### config.mk
export PLATFORM = sky130hd
export DESIGN_NAME = fifo_rd_stream_adapter_flat
export DESIGN_NICKNAME = d
export VERILOG_FILES = /design/src/rtl/fifo_rd_stream_adapter_if.sv /design/src/rtl/fifo_rd_stream_adapter.sv /design/src/flat_wrapper.sv
export SDC_FILE = /design/constraint.sdc
export NUM_CORES = 1
export LEC_CHECK = 0
export CAP_MARGIN = 30
export CORE_AREA = 5 5 79 81
export CTS_CLUSTER_SIZE = 30
export DETAILED_ROUTE_END_ITERATION = 12
export DIE_AREA = 0 0 84 86
export GPL_TIMING_DRIVEN = 0
export PLACE_DENSITY = 0.79
export RECOVER_POWER = 25
export SYNTH_ARGS = -nofsm -noshare
export SYNTH_HDL_FRONTEND = slang
export SYNTH_SLANG_ARGS = --single-unit
### constraint.sdc
create_clock -name rclk -period 2.8 [get_ports rclk]
set_input_delay 0.7 -clock rclk [delete_from_list [all_inputs] [get_ports rclk]]
set_output_delay 0.7 -clock rclk [all_outputs]
set_load 0.005 [all_outputs]
### src/rtl/fifo_rd_stream_adapter_if.sv
// Output stream of the FIFO read adapter: valid/ready handshake with a
// data word and a packet-last marker.
interface fifo_rd_stream_adapter_if #(
  parameter int DSIZE = 8
) ();
  logic             m_valid;
  logic [DSIZE-1:0] m_data;
  logic             m_last;
  logic             m_ready;

  // Producer side: the adapter drives the beat and watches ready.
  modport master (
    output m_valid,
    output m_data,
    output m_last,
    input  m_ready
  );

  // Consumer side: the downstream sink.
  modport slave (
    input  m_valid,
    input  m_data,
    input  m_last,
    output m_ready
  );
endinterface

### src/rtl/fifo_rd_stream_adapter.sv
// Read-side consumer for the async FIFO. Pops first-word-fall-through words
// into a 2-entry skid buffer, presents them on a valid/ready stream framed
// into PKT_LEN-beat packets, and keeps word/packet counters.
module fifo_rd_stream_adapter #(
  parameter int DSIZE   = 8,
  parameter int PKT_LEN = 4,
  parameter int CNT_W   = 16
) (
  input  logic                      rclk,
  input  logic                      rrst,
  input  logic                      enable,
  input  logic                      rempty,
  input  logic [DSIZE-1:0]          rdata,
  output logic                      rinc,
  fifo_rd_stream_adapter_if.master  strm,
  output logic                      busy,
  output logic [CNT_W-1:0]          word_cnt,
  output logic [CNT_W-1:0]          pkt_cnt
);

  localparam int              BW        = (PKT_LEN > 1) ? $clog2(PKT_LEN) : 1;
  localparam logic [BW-1:0]   BEAT_LAST = BW'(PKT_LEN - 1);
  localparam logic [CNT_W-1:0] CNT_MAX  = '1;

  typedef enum logic [1:0] {
    IDLE  = 2'd0,
    RUN   = 2'd1,
    DRAIN = 2'd2
  } state_t;

  state_t           state;
  logic [DSIZE-1:0] mem [2];
  logic             wr_ptr;
  logic             rd_ptr;
  logic [1:0]       cnt;
  logic [1:0]       cnt_nxt;
  logic [BW-1:0]    beat;
  logic             valid;
  logic             last;
  logic             pop;

  // Pop is gated only by local space, so the FIFO never sees m_ready.
  assign rinc  = !rrst & enable & !rempty & (cnt < 2'd2);
  assign valid = (cnt != 2'd0);
  assign last  = valid & (beat == BEAT_LAST);
  assign pop   = valid & strm.m_ready;

  assign strm.m_valid = valid;
  assign strm.m_data  = mem[rd_ptr];
  assign strm.m_last  = last;

  // Occupancy after this cycle's push and pop; a simultaneous pair cancels.
  always_comb begin
    // NOTE: default first so every path assigns cnt_nxt and no latch is inferred.
    cnt_nxt = cnt;
    case ({rinc, pop})
      2'b10:   cnt_nxt = cnt + 2'd1;
      2'b01:   cnt_nxt = cnt - 2'd1;
      default: cnt_nxt = cnt;
    endcase
  end

  // Skid buffer storage, pointers, occupancy and packet beat index.
  always_ff @(posedge rclk) begin
    if (rrst) begin
      // NOTE: the two entries are cleared so m_data reads 0 out of reset; a
      // deep RAM would normally be left unreset.
      mem[0] <= '0;
      mem[1] <= '0;
      wr_ptr <= 1'b0;
      rd_ptr <= 1'b0;
      cnt    <= 2'd0;
      beat   <= '0;
    end else begin
      // NOTE: non-blocking assignments so every register samples pre-edge values.
      if (rinc) begin
        mem[wr_ptr] <= rdata;
        wr_ptr      <= ~wr_ptr;
      end
      if (pop) begin
        rd_ptr <= ~rd_ptr;
        beat   <= (beat == BEAT_LAST) ? '0 : beat + 1'b1;
      end
      cnt <= cnt_nxt;
    end
  end

  // Word counter wraps on every pop from the FIFO; packet counter saturates.
  always_ff @(posedge rclk) begin
    if (rrst) begin
      word_cnt <= '0;
      pkt_cnt  <= '0;
    end else begin
      if (rinc) begin
        word_cnt <= word_cnt + 1'b1;
      end
      if (pop && last && (pkt_cnt != CNT_MAX)) begin
        pkt_cnt <= pkt_cnt + 1'b1;
      end
    end
  end

  // Control FSM: RUN while enabled, DRAIN until the buffer empties, with busy
  // registered alongside the state.
  always_ff @(posedge rclk) begin
    if (rrst) begin
      state <= IDLE;
      busy  <= 1'b0;
    end else begin
      case (state)
        IDLE: begin
          if (enable) begin
            state <= RUN;
            busy  <= 1'b1;
          end
        end
        RUN: begin
          if (!enable) begin
            if (cnt_nxt != 2'd0) begin
              state <= DRAIN;
            end else begin
              state <= IDLE;
              busy  <= 1'b0;
            end
          end
        end
        DRAIN: begin
          if (enable) begin
            state <= RUN;
          end else if (cnt_nxt == 2'd0) begin
            state <= IDLE;
            busy  <= 1'b0;
          end
        end
        default: begin
          state <= IDLE;
          busy  <= 1'b0;
        end
      endcase
    end
  end

endmodule

### src/flat_wrapper.sv
// flat-port wrapper written by rule: the top's interface ports become plain ports
module fifo_rd_stream_adapter_flat 
#(
  parameter int DSIZE   = 8,
  parameter int PKT_LEN = 4,
  parameter int CNT_W   = 16
)
  (rclk, rrst, enable, rempty, rdata, rinc, busy, word_cnt, pkt_cnt, strm_m_valid, strm_m_data, strm_m_last, strm_m_ready);
  fifo_rd_stream_adapter_if #(.DSIZE(DSIZE)) strm_i ();
  input  logic rclk;
  input  logic rrst;
  input  logic enable;
  input  logic rempty;
  input  logic [DSIZE-1:0] rdata;
  output logic rinc;
  output logic busy;
  output logic [CNT_W-1:0] word_cnt;
  output logic [CNT_W-1:0] pkt_cnt;
  output wire logic [$bits(strm_i.m_valid)-1:0] strm_m_valid;
  output wire logic [$bits(strm_i.m_data)-1:0] strm_m_data;
  output wire logic [$bits(strm_i.m_last)-1:0] strm_m_last;
  input wire logic [$bits(strm_i.m_ready)-1:0] strm_m_ready;
  assign strm_m_valid = strm_i.m_valid;
  assign strm_m_data = strm_i.m_data;
  assign strm_m_last = strm_i.m_last;
  assign strm_i.m_ready = strm_m_ready;
  fifo_rd_stream_adapter #(.DSIZE(DSIZE), .PKT_LEN(PKT_LEN), .CNT_W(CNT_W)) u_core (.rclk(rclk), .rrst(rrst), .enable(enable), .rempty(rempty), .rdata(rdata), .rinc(rinc), .strm(strm_i), .busy(busy), .word_cnt(word_cnt), .pkt_cnt(pkt_cnt));
endmodule
==> results.tsv <==
stage	metric	value	unit
status	outcome	complete, no violations	
power	Pwr Density	531	nW/um^2
cells_and_area	Syn-to-layout area delta	33.4	%
cells_and_area	# fillers	444	
cells_and_area	non-filler instance count after layout	418	
synthesis	Seq cells post-synth	58	
cells_and_area	ratio of cells with drive above 1 in the final layout	11.3	%
critical_path	crit start category	input pin	
synthesis	yosys warns	0	
sta	TNS Setup	0	ps
floorplan	I/O pin count	57	
sta	RSZ-0062 raised after global routing	false	
hold_path	Hold Crit Class	flip-flop to flip-flop	
power	LEAKAGE	1.31	nW
grt	first-pass GRT wire length	10500	um
cells_and_area	# diodes	0	
routing	Initial DRC Count	122	
sta	clock skew	9.83	ps
clock_network	hold_buf cts	0	
grt	total grt overflow	0	
sta	final worst path period need	2700	ps
floorplan	Core Region	5410	sq um
floorplan	die height	86	um
floorplan	chip width	84	um
clock_network	total CTS buffers	9	
cells_and_area	nets	358	
sta	FMAX	0.370	GHz
critical_path	CP max FO	4	
synthesis	post-synthesis sequential area ratio	49.2	%
flow_run	total of max-cap violations	0	
clock_network	H-tree depth	3	
synthesis	Post-Syn Instances	271	
cells_and_area	fin area	3580	sq um
critical_path	Worst EP arrival	2940	ps
placed_design	pre-CTS setup slack	-779	ps
critical_path	Req. time, crit path	3040	ps
grt	largest net degree at the start of global routing	12	
clock_network	clock sink total	58	
floorplan	Site Rows	27	
sta	fin. max-slew vios	0	
sta	worst-margin pin slew	813	ps
routing	Remaining DRCs	0	
sta	Setup Viol. Count Final	0	
placed_design	IO Port Bufs	56	
clock_network	CTS Buffer Depth	2	
routing	wire per inst	15.1	um
routing	DRT Pass-1 Iters	4	
sta	period utilization	96.5	%
power	Max VDD drop	0.332	mV
clock_network	worst-skew pair later-pin latency	330	ps
sta	WHS	476	ps
synthesis	ys async rst share	0	%
clock_network	CTS tree	built	
synthesis	Post-Syn Area	2680	sq um
critical_path	crit end category	flip-flop	
sta	Final WS setup	97.6	ps
clock_network	CTS root buf	clkbuf_8	
routing	mean number of vias per cell	5.51	
synthesis	top_reg_cell synth	dfxtp_1	
critical_path	CP Class	input pin to flip-flop	
synthesis	Mean Syn Cell Area	9.90	sq um
placed_design	Final HPWL DP	4410	um
synthesis	Post-synth EDFFs	16	
floorplan	initial core utilization	49.7	%
placed_design	Cell Count Post-Placement	400	
power	Design Power	1.90	mW
sta	final hold viol count	0	
placed_design	Post-DP Area	3340	sq um
placed_design	RD Place Congestion	0.859	
grt	vias in the first global route	2317	
synthesis	Yosys cell types	38	
cells_and_area	Core Util, Final	66.3	%
routing	Post-Route WL	6320	um
grt	Tot GR Track Use	17.9	%
clock_network	clk slew on worst S/H paths	70	ps
floorplan	DIE AREA	7220	sq um
grt	initial antenna violation count	0	
synthesis	Syn Nets	288	
sta	relative slew slack	45.4	%
routing	Antenna Nets Post-Route	0	
routing	DR vias	2304	
[layer usage]
layer | global-route usage (%) | part of all wire (%)
met5 | 0 | 0
met4 | 7.46 | 0.74
met3 | 3.36 | 5.7
met2 | 31.1 | 49
met1 | 21.7 | 45
[path summary, 6_finish.rpt]
path	from	endpoint	slack [ps]	cells after the start
worst max-delay path	rempty	u_core.state[1]	100	9
worst min register to register	u_core.word_cnt[15]	u_core.word_cnt[15]	480	2
worst min-delay path	u_core.word_cnt[15]	u_core.word_cnt[15]	480	2
worst max register to register	u_core.cnt[1]	u_core.state[1]	430	8
[logic make-up (layout without fill, tap and decap cells)]
kind of cell | Yosys count | count (layout) | share of synthesized area [%]
compound gates | 58 | 58 | 12.7
mux | 11 | 11 | 4.57
simple gates | 114 | 114 | 25.8
fa+ha+maj | 4 | 4 | 1.86
buf+inv | 15 | 90 | 2.24
xor+xnor | 11 | 11 | 3.59
flops | 58 | 58 | 49.2
[power breakdown]
group	internal [mW]	total, mW	switching (mW)
registers	0.888	0.905	0.0170
logic	0.0943	0.176	0.0821
clock network	0.495	0.820	0.325
total	1.48	1.90	0.424
[state kept, by name (all words and copies together), names as in the netlist, named ones only]
name	flops
u_core.mem	16
u_core.rd_ptr	1
u_core.pkt_cnt	16
u_core.word_cnt	16
u_core.cnt	2
u_core.state	2
u_core.busy	1
u_core.wr_ptr	1
u_core.beat	2
[cell usage in the layout, fill, tap and decap left out, drive strengths merged, types with 4 or more instances in the layout]
cell type	count
dlygate4sd3	16
clkbuf	17
clkdlybuf4s50	38
nor4	4
nand4	12
xnor2	4
inv	5
clkinv	4
and3	11
and2	10
o31ai	12
buf	4
or3	11
a21oi	26
ha	4
edfxtp	16
nand2	12
nand3	7
nor2b	4
nor2	18
o21ai	15
or4	12
dfxtp	42
mux2	10
xor2	7
[final cells by class]
cell class	count	area, sq um	area share, %
clock inverter	6	81.3	2.27
sequential	58	1320	36.9
tap	72	90.1	2.52
multi-input combinational	198	1310	36.5
timing repair buffer	60	586	16.4
buffer	7	26.3	0.734
clock buffer	10	128	3.56
inverter	6	35.0	0.978
timing repair inverter	1	5.00	0.140
[critical path, cell delays in order]
cell,delay (ps)
clkdlybuf4s50_1,410
or4b_4,570
buf_4,170
buf_4,130
ha_1,340
nor2b_1,170
a21oi_2,120
o21ai_1,90
nor4_1,230
[repair_timing]
item                                    in CTS  in global routing
gates cloned                                 1                  0
pin swaps                                    1                  0
endpoints found under the hold margin        0                  0
resized for setup                            4                  3
buffers inserted                             3                  0
endpoints found under the setup margin       1                  2
[Yosys cell counts (2+ instances only)]
| cell | number | area [sq um] |
|---|---|---|
| and4_1 | 3 | 26.3 |
| and2_1 | 10 | 62.6 |
| xnor2_1 | 4 | 35.0 |
| or2_2 | 2 | 12.5 |
| edfxtp_1 | 16 | 480 |
| or4_1 | 12 | 90.1 |
| inv_1 | 5 | 18.8 |
| nor2_1 | 18 | 67.6 |
| nor4_1 | 4 | 25.0 |
| or4b_4 | 2 | 27.5 |
| dfxtp_1 | 42 | 841 |
| a21oi_1 | 26 | 130 |
| nor2b_1 | 4 | 25.0 |
| o31ai_1 | 12 | 90.1 |
| nand2_1 | 12 | 45.0 |
| buf_2 | 2 | 10.0 |
| nand3_4 | 2 | 35.0 |
| or3_1 | 11 | 68.8 |
| mux2_2 | 10 | 113 |
| o21ai_0 | 14 | 70.1 |
| nand4_1 | 12 | 75.1 |
| clkbuf_1 | 7 | 26.3 |
| and3_1 | 11 | 68.8 |
| xor2_1 | 7 | 61.3 |
| ha_1 | 4 | 50.1 |
| nor3_1 | 3 | 15.0 |
| nand3_1 | 5 | 25.0 |
No activity file was read; power rests on OpenSTA's default activity.
